===== src/rtl/ap_ctrl_pkg.sv =====
// rtl/ap_ctrl_pkg.sv - shared widths and FSM state type for the ap_ctrl driver
package ap_ctrl_pkg;
  localparam int AP_TXN_W   = 16;
  localparam int AP_CYC_W   = 32;
  localparam int AP_MAX_OUT = 4;

  typedef enum logic [2:0] {IDLE, START, GAP, DRAIN, FIN} state_t;
endpackage


===== src/rtl/ap_ctrl_if.sv =====
// rtl/ap_ctrl_if.sv - HLS block-level control handshake (ap_ctrl_chain)
interface ap_ctrl_if;
  logic ap_start;
  logic ap_ready;
  logic ap_done;
  logic ap_continue;

  modport master (output ap_start, output ap_continue, input ap_ready, input ap_done);
  modport slave  (input ap_start, input ap_continue, output ap_ready, output ap_done);
endinterface


===== src/rtl/ap_ctrl_ts_fifo.sv =====
// rtl/ap_ctrl_ts_fifo.sv - start-timestamp FIFO, one entry per outstanding transaction
module ap_ctrl_ts_fifo #(
  parameter int DEPTH = 4,
  parameter int W     = 32
) (
  input  logic                       clock,
  input  logic                       reset,
  input  logic                       push,
  input  logic                       pop,
  input  logic [W-1:0]               push_data,
  output logic [W-1:0]               head,
  output logic [$clog2(DEPTH):0]     level,
  output logic                       full,
  output logic                       empty
);
  localparam int AW = (DEPTH > 1) ? $clog2(DEPTH) : 1;
  localparam int LW = $clog2(DEPTH) + 1;

  logic [W-1:0]  mem [DEPTH];
  logic [AW-1:0] wr_ptr, rd_ptr;
  logic          do_push, do_pop;

  assign full    = (level == LW'(DEPTH));
  assign empty   = (level == '0);
  // Push and pop on an empty FIFO pass the incoming timestamp straight through.
  assign head    = empty ? push_data : mem[rd_ptr];
  assign do_push = push && (!full || pop);
  assign do_pop  = pop && (!empty || push);

  always_ff @(posedge clock) begin
    if (do_push) mem[wr_ptr] <= push_data;
  end

  always_ff @(posedge clock or posedge reset) begin
    if (reset) begin
      wr_ptr <= '0;
      rd_ptr <= '0;
      level  <= '0;
    end else begin
      if (do_push) wr_ptr <= (wr_ptr == AW'(DEPTH - 1)) ? '0 : wr_ptr + AW'(1);
      if (do_pop)  rd_ptr <= (rd_ptr == AW'(DEPTH - 1)) ? '0 : rd_ptr + AW'(1);
      level <= level + LW'(do_push) - LW'(do_pop);
    end
  end
endmodule


===== src/rtl/ap_ctrl_driver.sv =====
// rtl/ap_ctrl_driver.sv - ap_ctrl_chain initiator with overlap limit and latency stats
module ap_ctrl_driver
  import ap_ctrl_pkg::*;
#(
  parameter int TXN_W   = AP_TXN_W,
  parameter int CYC_W   = AP_CYC_W,
  parameter int MAX_OUT = AP_MAX_OUT
) (
  input  logic             clock,
  input  logic             reset,
  input  logic             cmd_valid,
  output logic             cmd_ready,
  input  logic [TXN_W-1:0] cmd_count,
  input  logic [7:0]       cmd_gap,
  input  logic [7:0]       cmd_cont_delay,
  ap_ctrl_if.master        ap,
  output logic             busy,
  output logic             finish,
  output logic [TXN_W-1:0] done_count,
  output logic [CYC_W-1:0] last_latency,
  output logic [CYC_W-1:0] max_latency,
  output logic [CYC_W-1:0] total_cycles,
  output logic             err_spurious_done
);
  localparam int            OW      = $clog2(MAX_OUT) + 1;
  localparam logic [OW-1:0] MAX_LVL = OW'(MAX_OUT);

  state_t           state;
  logic [TXN_W-1:0] count_r, issued;
  logic [7:0]       gap_r, delay_r, gap_cnt, hold;
  logic [CYC_W-1:0] cyc, cyc_next, start_ts, head_ts, lat;
  logic [OW-1:0]    level, out_next;
  logic             accept, start_hs, done_acc, eff_nz, fifo_full, fifo_empty;

  assign accept         = cmd_valid && cmd_ready;
  assign start_hs       = ap.ap_start && ap.ap_ready;
  assign eff_nz         = !fifo_empty || start_hs;
  assign ap.ap_continue = ap.ap_done && (hold >= delay_r) && eff_nz;
  assign done_acc       = ap.ap_continue;
  assign out_next       = level + OW'(start_hs) - OW'(done_acc);
  assign cyc_next       = accept ? '0 : ((&cyc) ? cyc : cyc + CYC_W'(1));
  assign lat            = cyc - head_ts + CYC_W'(1);

  // FIFO occupancy doubles as the outstanding-transaction count.
  ap_ctrl_ts_fifo #(.DEPTH(MAX_OUT), .W(CYC_W)) u_ts_fifo (
    .clock, .reset, .push(start_hs), .pop(done_acc), .push_data(start_ts),
    .head(head_ts), .level, .full(fifo_full), .empty(fifo_empty)
  );

  always_ff @(posedge clock or posedge reset) begin
    if (reset) begin
      state <= IDLE; cmd_ready <= 1'b0; ap.ap_start <= 1'b0;
      busy <= 1'b0; finish <= 1'b0; err_spurious_done <= 1'b0;
      count_r <= '0; issued <= '0; gap_r <= '0; delay_r <= '0;
      gap_cnt <= '0; hold <= '0; cyc <= '0; start_ts <= '0;
      done_count <= '0; last_latency <= '0; max_latency <= '0; total_cycles <= '0;
    end else begin
      cyc    <= cyc_next;
      finish <= 1'b0;
      if (ap.ap_done && !eff_nz) err_spurious_done <= 1'b1;
      if (!ap.ap_done || done_acc) hold <= '0;
      else if (hold != 8'hFF)      hold <= hold + 8'd1;
      if (done_acc) begin
        done_count   <= done_count + TXN_W'(1);
        last_latency <= lat;
        if (lat > max_latency) max_latency <= lat;
      end

      case (state)
        IDLE: begin
          cmd_ready <= 1'b1;
          if (accept) begin
            count_r <= cmd_count; gap_r <= cmd_gap; delay_r <= cmd_cont_delay;
            issued <= '0; start_ts <= '0; cmd_ready <= 1'b0; busy <= 1'b1;
            done_count <= '0; last_latency <= '0; max_latency <= '0;
            total_cycles <= '0; err_spurious_done <= 1'b0;
            if (cmd_count == '0) begin
              state <= FIN; finish <= 1'b1;
            end else begin
              state <= START; ap.ap_start <= 1'b1;
            end
          end
        end
        START: begin
          if (start_hs) begin
            issued <= issued + TXN_W'(1);
            if (issued + TXN_W'(1) == count_r) begin
              state <= DRAIN; ap.ap_start <= 1'b0;
            end else if (gap_r == '0 && out_next < MAX_LVL) begin
              start_ts <= cyc_next;
            end else begin
              state <= GAP; ap.ap_start <= 1'b0; gap_cnt <= gap_r;
            end
          end
        end
        GAP: begin
          // gap_cnt parks at 1 (or 0) once the spacing has expired.
          if (gap_cnt > 8'd1) gap_cnt <= gap_cnt - 8'd1;
          if (gap_cnt <= 8'd1 && out_next < MAX_LVL) begin
            state <= START; ap.ap_start <= 1'b1; start_ts <= cyc_next;
          end
        end
        DRAIN: begin
          if (fifo_empty) begin
            state <= FIN; finish <= 1'b1; total_cycles <= cyc;
          end
        end
        FIN: begin
          state <= IDLE; busy <= 1'b0; cmd_ready <= 1'b1;
        end
        default: state <= IDLE;
      endcase
    end
  end
endmodule


===== src/flat_wrapper.sv =====
// flat-port wrapper written by rule: the top's interface ports become plain ports
module ap_ctrl_driver_flat import ap_ctrl_pkg::*;
#(
  parameter int TXN_W   = AP_TXN_W,
  parameter int CYC_W   = AP_CYC_W,
  parameter int MAX_OUT = AP_MAX_OUT
)
  (clock, reset, cmd_valid, cmd_ready, cmd_count, cmd_gap, cmd_cont_delay, busy, finish, done_count, last_latency, max_latency, total_cycles, err_spurious_done, ap_ap_start, ap_ap_continue, ap_ap_ready, ap_ap_done);
  ap_ctrl_if ap_i ();
  input  logic clock;
  input  logic reset;
  input  logic cmd_valid;
  output logic cmd_ready;
  input  logic [TXN_W-1:0] cmd_count;
  input  logic [7:0] cmd_gap;
  input  logic [7:0] cmd_cont_delay;
  output logic busy;
  output logic finish;
  output logic [TXN_W-1:0] done_count;
  output logic [CYC_W-1:0] last_latency;
  output logic [CYC_W-1:0] max_latency;
  output logic [CYC_W-1:0] total_cycles;
  output logic err_spurious_done;
  output wire logic [$bits(ap_i.ap_start)-1:0] ap_ap_start;
  output wire logic [$bits(ap_i.ap_continue)-1:0] ap_ap_continue;
  input wire logic [$bits(ap_i.ap_ready)-1:0] ap_ap_ready;
  input wire logic [$bits(ap_i.ap_done)-1:0] ap_ap_done;
  assign ap_ap_start = ap_i.ap_start;
  assign ap_ap_continue = ap_i.ap_continue;
  assign ap_i.ap_ready = ap_ap_ready;
  assign ap_i.ap_done = ap_ap_done;
  ap_ctrl_driver #(.TXN_W(TXN_W), .CYC_W(CYC_W), .MAX_OUT(MAX_OUT)) u_core (.clock(clock), .reset(reset), .cmd_valid(cmd_valid), .cmd_ready(cmd_ready), .cmd_count(cmd_count), .cmd_gap(cmd_gap), .cmd_cont_delay(cmd_cont_delay), .ap(ap_i), .busy(busy), .finish(finish), .done_count(done_count), .last_latency(last_latency), .max_latency(max_latency), .total_cycles(total_cycles), .err_spurious_done(err_spurious_done));
endmodule

===== config.mk =====
export PLATFORM = sky130hd
export DESIGN_NAME = ap_ctrl_driver_flat
export DESIGN_NICKNAME = d
export VERILOG_FILES = /design/src/rtl/ap_ctrl_pkg.sv /design/src/rtl/ap_ctrl_if.sv /design/src/rtl/ap_ctrl_ts_fifo.sv /design/src/rtl/ap_ctrl_driver.sv /design/src/flat_wrapper.sv
export SDC_FILE = /design/constraint.sdc
export NUM_CORES = 1
export LEC_CHECK = 0
export CAP_MARGIN = 15
export CORE_ASPECT_RATIO = 1.75
export CORE_UTILIZATION = 33
export CTS_BUF_LIST = sky130_fd_sc_hd__clkbuf_16
export DETAILED_ROUTE_END_ITERATION = 16
export PLACE_DENSITY = 0.53
export SYNTH_ARGS = -nofsm -noshare
export SYNTH_HDL_FRONTEND = slang
export SYNTH_SLANG_ARGS = --single-unit

===== constraint.sdc =====
create_clock -name clock -period 12 [get_ports clock]
set_clock_uncertainty 0.2 [all_clocks]
set_input_delay 1.2 -clock clock [delete_from_list [all_inputs] [get_ports clock]]
set_output_delay 1.2 -clock clock [all_outputs]
set_load 0.01 [all_outputs]

==> metrics <==
outcome=finished, final reports clean; Synth Cell Area=20300 um^2; RSZ-0062 raised after global routing=no; synthesized area per cell=between 10 and 15 um^2; Max Cap Violations=0; # nets final=2191; fin worst setup slack=4.34 ns; Crit Reg-Reg Startpoint=u_core.u_ts_fifo.rd_ptr[0]; antenna violations before repair=1; Fin Hold WS=about 0.28 ns; total CTS buffers=41; top post-synthesis cells by area=dfrtp_1 31%, edfxtp_1 19%, ha_1 7.1%; cts hold-fix bufs=0; Worst Hold Path EP=u_core.total_cycles[2]; IO Pins=155; Initial Util=33.3%; H-tree depth=2; critical path fanouts, max=24; Worst EP required=12.22 ns; die height=330 um; clk sinks=about 380; Final period util=63.8%; Yosys cell types=76; cell taking the most area after synthesis=dfrtp_1; Reg clk slew, reported paths=0.06 ns; core area=61100 um^2; dpl hpwl=41.7 mm; Fin. Hold Viols=0; # DRC=0; Sum Neg Setup Slack=0 ns; Startpoint Class=flop; Mapped Nets=2069; Setup Crit Path Kind=flop to flop; vias in the first global route=between 15k and 20k; CTS tree=yes; Worst EP arrival=7.88 ns; filler instances=slightly below 6k; P_leak=9.87 nW; Finish-stage setup viols=0; f_max=~130 MHz; async set-reset flop share out of synthesis=66.6%; reg2reg setup slack=4.34 ns; sequential area share after synthesis=between 50% and 60%; Worst-Margin Slew=1.07 ns; Detailed Route WL=58.2 mm; detail-routed via count per cell=5.20; CTS Root Cell=clkbuf_16; Synth top area share=31.4%; worst hold path type=flop to flop; maximum number of pins on one net before global-route repair=115; drt first pass iters=5; CP endpoint kind=flop; most common flop cell mapped by yosys=dfrtp_1; WL/cell=20.3 um; Die ar.=62600 um^2; Setup Buffers After CTS=0; Routed Antenna Nets=0; r2r endpoint=u_core.max_latency[4]; Peak VDD IR=0.144 mV; origin of the worst min-delay path=u_core.total_cycles[2]; vias=14.9k; hold depth=2; Area Growth Syn to Fin=17.7%; Final Max Slew Viols=0; first-pass GRT wire length=91.3 mm; total chip power=5.41 mW; Iteration-0 DRC Markers=789; GP Congestion=~0.9; number of synthesized flops with an enable pin=~130; Util after Layout=39.1%; Synth Instances=1914; Skew-Pair Late Insertion Delay=about 0.58 ns; num rows=120; share of layout cells above drive strength 1=~9%; PortBufs=between 150 and 200; pwr dens=226 nW/um^2; Post-CTS Resized=0; final worst path period need=7.66 ns; Seq cells post-synth=approximately 380; reg2reg path depth=23; gr ovfl total=0; chip width=190 um; pre-CTS setup slack=4.36 ns; deepest clock path buffer count=3; gr usage total=19.0%; Synth Warn #=0; Slew headroom=28.3%
through the flow:
stage / cell area (um^2) / std cells
floorplan: 20300 / 1914
global placement: 22700 / 2785
detailed placement: 22700 / 2786
CTS: 23900 / 2862
global route: 23900 / 2862
finish: 23900 / 2863
layout make-up:
type | instances | area (um^2) | area share [%]
clock inverters | 35 | 233 | 0.973
inverters | 79 | 304 | 1.27
diodes | 1 | 2.50 | 0.0105
repair buffers | 172 | 1680 | 7.01
clock buffers | 41 | 1030 | 4.29
multi-input cells | 1359 | 9460 | 39.6
flip-flops and latches | 383 | 10200 | 42.7
well taps | 793 | 992 | 4.15
cells in the mapped netlist (15+ instances only):
| library cell | instances |
|---|---|
| a211oi_1 | 16 |
| a21o_1 | 23 |
| a21oi_1 | 86 |
| a31oi_1 | 15 |
| and2_1 | 15 |
| and3_1 | 18 |
| clkbuf_1 | 66 |
| dfrtp_1 | 255 |
| edfxtp_1 | 128 |
| ha_1 | 116 |
| inv_1 | 78 |
| mux2_4 | 28 |
| mux2i_1 | 62 |
| mux4_2 | 32 |
| nand2_1 | 271 |
| nand3_1 | 45 |
| nand4_1 | 32 |
| nor2_1 | 191 |
| nor3_1 | 36 |
| nor4_1 | 15 |
| o21ai_0 | 98 |
| xnor2_1 | 54 |
| xor2_1 | 41 |
per-layer routing:
metal  global-route usage (%)  part of all wire (%)
met3                     2.74                   3.7
met4                     8.61                   4.4
met2                     34.8                    52
met5                        0                 0.014
met1                     21.7                    40
how the worst max path moves through the flow:
stage	slack, ns	to	startpoint	depth (start not counted)
final	4.34	u_core.max_latency[4]	u_core.u_ts_fifo.rd_ptr[0]	23
after detailed placement	4.36	u_core.max_latency[14]	u_core.u_ts_fifo.rd_ptr[0]	23
after global placement	4.47	u_core.max_latency[11]	u_core.u_ts_fifo.rd_ptr[0]	22
after CTS	4.32	u_core.max_latency[4]	u_core.u_ts_fifo.rd_ptr[0]	23
after floorplan	3.59	u_core.ap.ap_start	reset	1
after global routing	3.83	u_core.max_latency[4]	u_core.u_ts_fifo.rd_ptr[0]	23
cells in the final DEF, fill, tap and decap left out, types with 45 or more instances in the layout:
| cell type | instances |
|---|---|
| edfxtp_1 | 128 |
| ha_1 | 116 |
| clkdlybuf4s50_1 | 154 |
| xnor2_1 | 54 |
| nand3_1 | 45 |
| o21ai_0 | 97 |
| nor2_1 | 191 |
| nand2_1 | 271 |
| a21oi_1 | 84 |
| dfrtp_1 | 254 |
| inv_1 | 90 |
| mux2i_1 | 62 |
logic make-up (layout without fill, tap and decap cells):
| logic type | count (synthesis) | in the layout | synth area share [%] |
|---|---|---|---|
| AO/OA/AOI/OAI | 338 | 338 | 10.7 |
| XOR/XNOR | 95 | 95 | 4.09 |
| adder cells (fa/ha/maj) | 118 | 118 | 7.34 |
| buffers and inverters | 172 | 327 | 3.44 |
| flip-flops | 383 | 383 | 50.3 |
| multiplexers | 127 | 127 | 8.94 |
| other | 0 | 1 | 0 |
| AND/OR/NAND/NOR | 681 | 681 | 15.2 |
state kept, by name (all words and copies together) (netlist names), 32 cells and up:
register and count:
u_core.total_cycles 32, u_core.max_latency 32, u_core.u_ts_fifo.mem 128, u_core.cyc 32, u_core.start_ts 32, u_core.last_latency 32
report_power, final:
group / internal (mW) / switching [mW] / leakage, nW
clock network: 0.668 / 0.543 / 0.659
registers: 1.60 / 0.202 / 4.65
logic: 0.951 / 1.44 / 4.56
total: 3.22 / 2.19 / 9.87
worst max-delay path, cell delays in order (launching register included):
cell and delay (ns):
dfrtp_2 0.74, buf_4 0.51, mux4_2 0.56, mux2i_1 0.26, ha_1 0.31, inv_1 0.09
fa_1 0.21, nor2b_1 0.07, o2111ai_1 0.38, a21oi_1 0.20, nor3_1 0.41, nor2_1 0.17
a211oi_1 0.52, nor2_1 0.13, xnor2_1 0.15, ha_1 0.29, and3_1 0.16, nand4_1 0.13
nor4_1 0.38, a211oi_1 0.20, nor3_2 0.57, buf_4 0.49, mux2i_1 0.25, nor2_1 0.06
Note: power is estimated with default switching activity, not from simulation.
==> variant 1, RTL diff (same flow settings) <==
`AP_MAX_OUT`: 4 -> 2.
--- a/src/rtl/ap_ctrl_pkg.sv
+++ b/src/rtl/ap_ctrl_pkg.sv
@@ -2,7 +2,7 @@
 package ap_ctrl_pkg;
   localparam int AP_TXN_W   = 16;
   localparam int AP_CYC_W   = 32;
-  localparam int AP_MAX_OUT = 4;
+  localparam int AP_MAX_OUT = 2;
 
   typedef enum logic [2:0] {IDLE, START, GAP, DRAIN, FIN} state_t;
 endpackage
Function: changed (a bounded check fails within 10 cycles, from zero or initial values and one cycle with reset high).
==> variant 1 against the original RTL <==
  * Sequential share of layout area down 2.3 points
  * Setup slack better by 0.042 ns
  * Synthesized cell count is 7.0% lower
  * Total power is 11% lower
  * Sequential cell count decreased by 67
  * Hold slack lost 0.0029 ns
  * Synthesized area fell by 16%
  * Critical path depth is 5 higher
  * Routed wire length down 14%
  * Final area down 15%
  * Highest routed layer is now met4
==> variant 1: results (changes against the original RTL) <==
Status: finished, final reports clean
Largest net degree at the start of global routing: 129 (+12%)
WP data arrival: 7.79 ns (-0.09 ns)
Main area contributors after synthesis: dfrtp_1 37%, edfxtp_1 11%, ha_1 8.1%
Syn avg cell area: 9.538 µm² (-10%)
Post-synthesis cell type count: 76 (unchanged)
Diodes inserted: 0 (-1)
Rel. slew slack: 25.82% (-2.5 points)
DP Area: 19210 µm² (-15%)
Number of enable flip-flop cells after synthesis: 64 (-50%)
Vias: 13490 (-9.4%)
Share of layout cells above drive strength 1: 5.013% (-3.7 points)
Setup bufs post-CTS: 0 (unchanged)
Vias in the first global route: 13750 (-12%)
Pre-CTS setup slack: 4.403 ns (+0.03811 ns)
Gates resized, CTS repair: 0 (unchanged)
CP max FO: 63 (+160%)
Post-Place Cells: 2535 (-9.0%)
Async S/R FF share, synth: 79.75% (+13 points)
HP Start: u_core.total_cycles[5]$_DFFE_PP0P_
Post-synthesis sequential area ratio: 48.46% (-1.8 points)
Crit path largest cell delay: 0.91 ns (+0.17 ns)
Routed WL per cell: 19.20 µm (-5.6%)
P_sw: 2025 µW (-7.5%)
Compound-Gate Fraction of Synth Area: 13.58% (+2.9 points)
HPWL Detailed: 36580 µm (-12%)
First-pass GRT wire length: 78490 µm (-14%)
Critical Path Start: u_core.u_ts_fifo.level[1]$_DFF_PP0_
Adder-Cell Fraction of Synth Area: 8.225% (+0.89 points)
GR Util All Layers: 19.18% (+0.17 points)
Mux share of post-synthesis cell area: 3.486% (-5.5 points)
Worst vdd ir: 0.1261 mV (-12%)
CTS clk-pin slew, worst paths: 0.06 ns (about the same)
Layout Nets: 2056 (-6.2%)
Clk_lat worst skew: 0.54 ns (-0.04 ns)
Max H-tree Level: 2 (unchanged)
Setup violations, final: 0 (unchanged)
Largest register FFs: 64 (-50%)
Synth top cells by count: 292 x nand2_1, 252 x dfrtp_1, 179 x nor2_1
Crit path max-delay cell type: a211oi_4
Synth Area in XOR/XNOR: 5.004% (+0.91 points)
Post-Syn Nets: 1928 (-6.8%)
Routability cong.: 0.8812 (+0.30%)
Initial antenna violation count: 0 (-1)
CTS buffer count: 35 (-15%)
Leak: 0.008725 µW (-12%)
Iteration-0 DRC Markers: 872 (+11%)
Routed vias/inst: 5.185 (-0.31%)
Hold Crit Class: flop to flop
Yosys warnings: 0 (unchanged)
variant 1: power groups by stage:
stage          Clock, µW  Combinational [µW]  Sequential [µW]
4_1_cts             1100                2200             1580
5_1_grt             1130                2440             1620
3_5_place_dp           0                2190             1600
3_3_place_gp           0                2170             1600
2_1_floorplan          0                1390             1560
6_report            1070                2180             1580
variant 1: critical path, delay by kind of cell (launching register included):
| family | cells | cell delay (ns) |
|---|---|---|
| and+or+nand+nor | 8 | 1.16 |
| buffers and inverters | 5 | 1.23 |
| AOI/OAI and AO/OA | 9 | 2.76 |
| xor gates and xnor gates | 1 | 0.30 |
| muxes | 1 | 0.25 |
| adders and majority gates | 4 | 1.03 |
| DFF | 1 | 0.45 |
variant 1: worst paths after layout:
| path | end | slack, ns | cells after the start |
|---|---|---|---|
| worst max-delay path | u_core.max_latency[13]$_DFF_PP0_ | 4.38 | 28 |
| worst min-delay path | u_core.total_cycles[5]$_DFFE_PP0P_ | 0.28 | 2 |
| worst max register to register | u_core.max_latency[13]$_DFF_PP0_ | 4.38 | 28 |
| worst min register to register | u_core.total_cycles[5]$_DFFE_PP0P_ | 0.28 | 2 |
| max in group asynchronous | u_core.cyc[4]$_DFF_PP0_ | 9.08 | 3 |
| min in group asynchronous | u_core.done_count[9]$_DFF_PP0_ | 1.03 | 2 |
variant 1: layer usage:
metal	up-vias	share of wire [%]	global-route usage [%]
met5	-	0	0
met4	0	4.5	9.018
met3	91	3.1	2.074
met2	299	54	36.68
met1	6596	38	20.99
li1	6500	-	-
variant 1: layout make-up:
type	count	area (µm²)
repair buffers	171	1703
multi-input cells	1307	8179
well taps	666	833.3
flip-flops and latches	316	8228
clock buffers	36	900.9
inverters	77	296.5
fillers	4930	30240
clock inverters	28	221.5
==> variant 2, RTL diff (config.mk and constraints unchanged) <==
Made on the original files. Make the reset (`reset`) synchronous in 2 clocked blocks.
--- a/src/rtl/ap_ctrl_ts_fifo.sv
+++ b/src/rtl/ap_ctrl_ts_fifo.sv
@@ -31,7 +31,7 @@
     if (do_push) mem[wr_ptr] <= push_data;
   end
 
-  always_ff @(posedge clock or posedge reset) begin
+  always_ff @(posedge clock) begin
     if (reset) begin
       wr_ptr <= '0;
       rd_ptr <= '0;
--- a/src/rtl/ap_ctrl_driver.sv
+++ b/src/rtl/ap_ctrl_driver.sv
@@ -47,7 +47,7 @@
     .head(head_ts), .level, .full(fifo_full), .empty(fifo_empty)
   );
 
-  always_ff @(posedge clock or posedge reset) begin
+  always_ff @(posedge clock) begin
     if (reset) begin
       state <= IDLE; cmd_ready <= 1'b0; ap.ap_start <= 1'b0;
       busy <= 1'b0; finish <= 1'b0; err_spurious_done <= 1'b0;
Behaviour: differs if reset is asserted again (counterexample within 4 cycles, from zero or initial values and one cycle with reset high); with reset held inactive, the same outputs for 4 cycles.
==> variant 2 against the original RTL <==
  * Sequential share of layout area down 3.1 points
  * Total power down 13%
  * Sequential cell count up 2
  * Count of clock-buffer cells in the layout unchanged
  * Final area down 5.3%
  * First-iteration DRC count down 1.8%
  * Via count up 2.4%
  * Routed wire length down 5.1%
  * Critical endpoint is now u_core.max_latency[29]$_SDFF_PP0_
  * Largest cell class is now multi-input gates
  * Setup slack better by 0.10 ns
  * Hold slack worse by 0.027 ns
  * Synthesized area down 5.8%
  * Non-clock buffer count up 3
  * Cell count up 0.77%
==> variant 2: results (changes against the original RTL) <==
Post-Route WL: 55290 µm (-5.1%)
Syn avg cell area: 9.689 µm² (-8.8%)
HPWL Detailed: 40370 µm (-3.2%)
Seq area share: 39.68% (-3.1 points)
Rel. slew slack: 25.58% (-2.7 points)
Inverter count: 91 (+15%)
Largest net degree at the start of global routing: 69 (-40%)
Post-synthesis sequential area ratio: 46.95% (-3.4 points)
CP max FO: 26 (+8.3%)
Share of layout cells above drive strength 1: 7.649% (-1.1 points)
R2r setup slk: 4.44 ns (+0.10 ns)
Max layer used: met4
Vias in the first global route: 15320 (-2.2%)
Crit path max-delay cell type: o21ai_2
Worst vdd ir: 0.09453 mV (-34%)
Capturing point of the worst reg2reg path: u_core.max_latency[29]$_SDFF_PP0_
Crit path largest cell delay: 0.89 ns (+0.15 ns)
Cell Int Power: 2949 µW (-8.4%)
Multi-input gate count: 1396 (+2.7%)
Status: finished, final reports clean
Met1 Wirelength: 22300 µm (-3.6%)
Main area contributors after synthesis: dfxtp_1 27%, edfxtp_1 20%, ha_1 7.6%
Leak: 0.008128 µW (-18%)
Post-synthesis cell type count: 89 (+17%)
Routability cong.: 0.8779 (about the same)
Final clock-cell share: 5.610% (+0.35 points)
Pre-CTS setup slack: 4.490 ns (+0.1256 ns)
Initial Util: 33.40% (+0.14 points)
Iteration-0 DRC Markers: 775 (-1.8%)
Post-Syn Nets: 2131 (+3.0%)
Met1 Use GR: 21.80% (+0.071 points)
==> variant 2: stage by stage <==
step / hold slack, ns / instance area [µm²]
2_1_floorplan: 0.2363 / 19150
3_3_place_gp: 0.2435 / 21390
3_5_place_dp: 0.2453 / 21390
4_1_cts: 0.2563 / 22660
5_1_grt: 0.2745 / 22660
6_report: 0.2534 / 22660
==> variant 2: worst min-delay path by stage <==
stage,endpoint,cells past startpoint,from
after floorplan,u_core.delay_r[1]$_SDFFE_PP0P_,2,u_core.delay_r[1]$_SDFFE_PP0P_
after global placement,u_core.total_cycles[17]$_SDFFE_PP0P_,2,u_core.total_cycles[17]$_SDFFE_PP0P_
after detailed placement,u_core.total_cycles[23]$_SDFFE_PP0P_,2,u_core.total_cycles[23]$_SDFFE_PP0P_
after CTS,u_core.delay_r[7]$_SDFFE_PP0P_,2,u_core.delay_r[7]$_SDFFE_PP0P_
after global routing,u_core.last_latency[3]$_SDFF_PP0_,2,u_core.last_latency[3]$_SDFF_PP0_
final,u_core.last_latency[13]$_SDFF_PP0_,2,u_core.last_latency[13]$_SDFF_PP0_
==> variant 2: power by group through the flow <==
stage | combinational (µW) | clock (µW) | sequential, µW
2_1_floorplan | 1210 | 0 | 1650
3_3_place_gp | 1850 | 0 | 1650
3_5_place_dp | 1870 | 0 | 1650
4_1_cts | 1890 | 1250 | 1620
5_1_grt | 2070 | 1310 | 1640
6_report | 1870 | 1220 | 1620
==> variant 2: kinds of logic (layout without fill, tap and decap cells) <==
group                      after synthesis  after routing  share of synthesized area [%]
DFF                                    385            385                          46.95
adders and majority gates              118            118                          7.790
buffers and inverters                  195            337                          4.091
muxes                                   70             70                          5.757
AOI/OAI and AO/OA                      468            468                          15.45
xor gates and xnor gates                70             70                          3.281
and+or+nand+nor                        670            670                          16.68
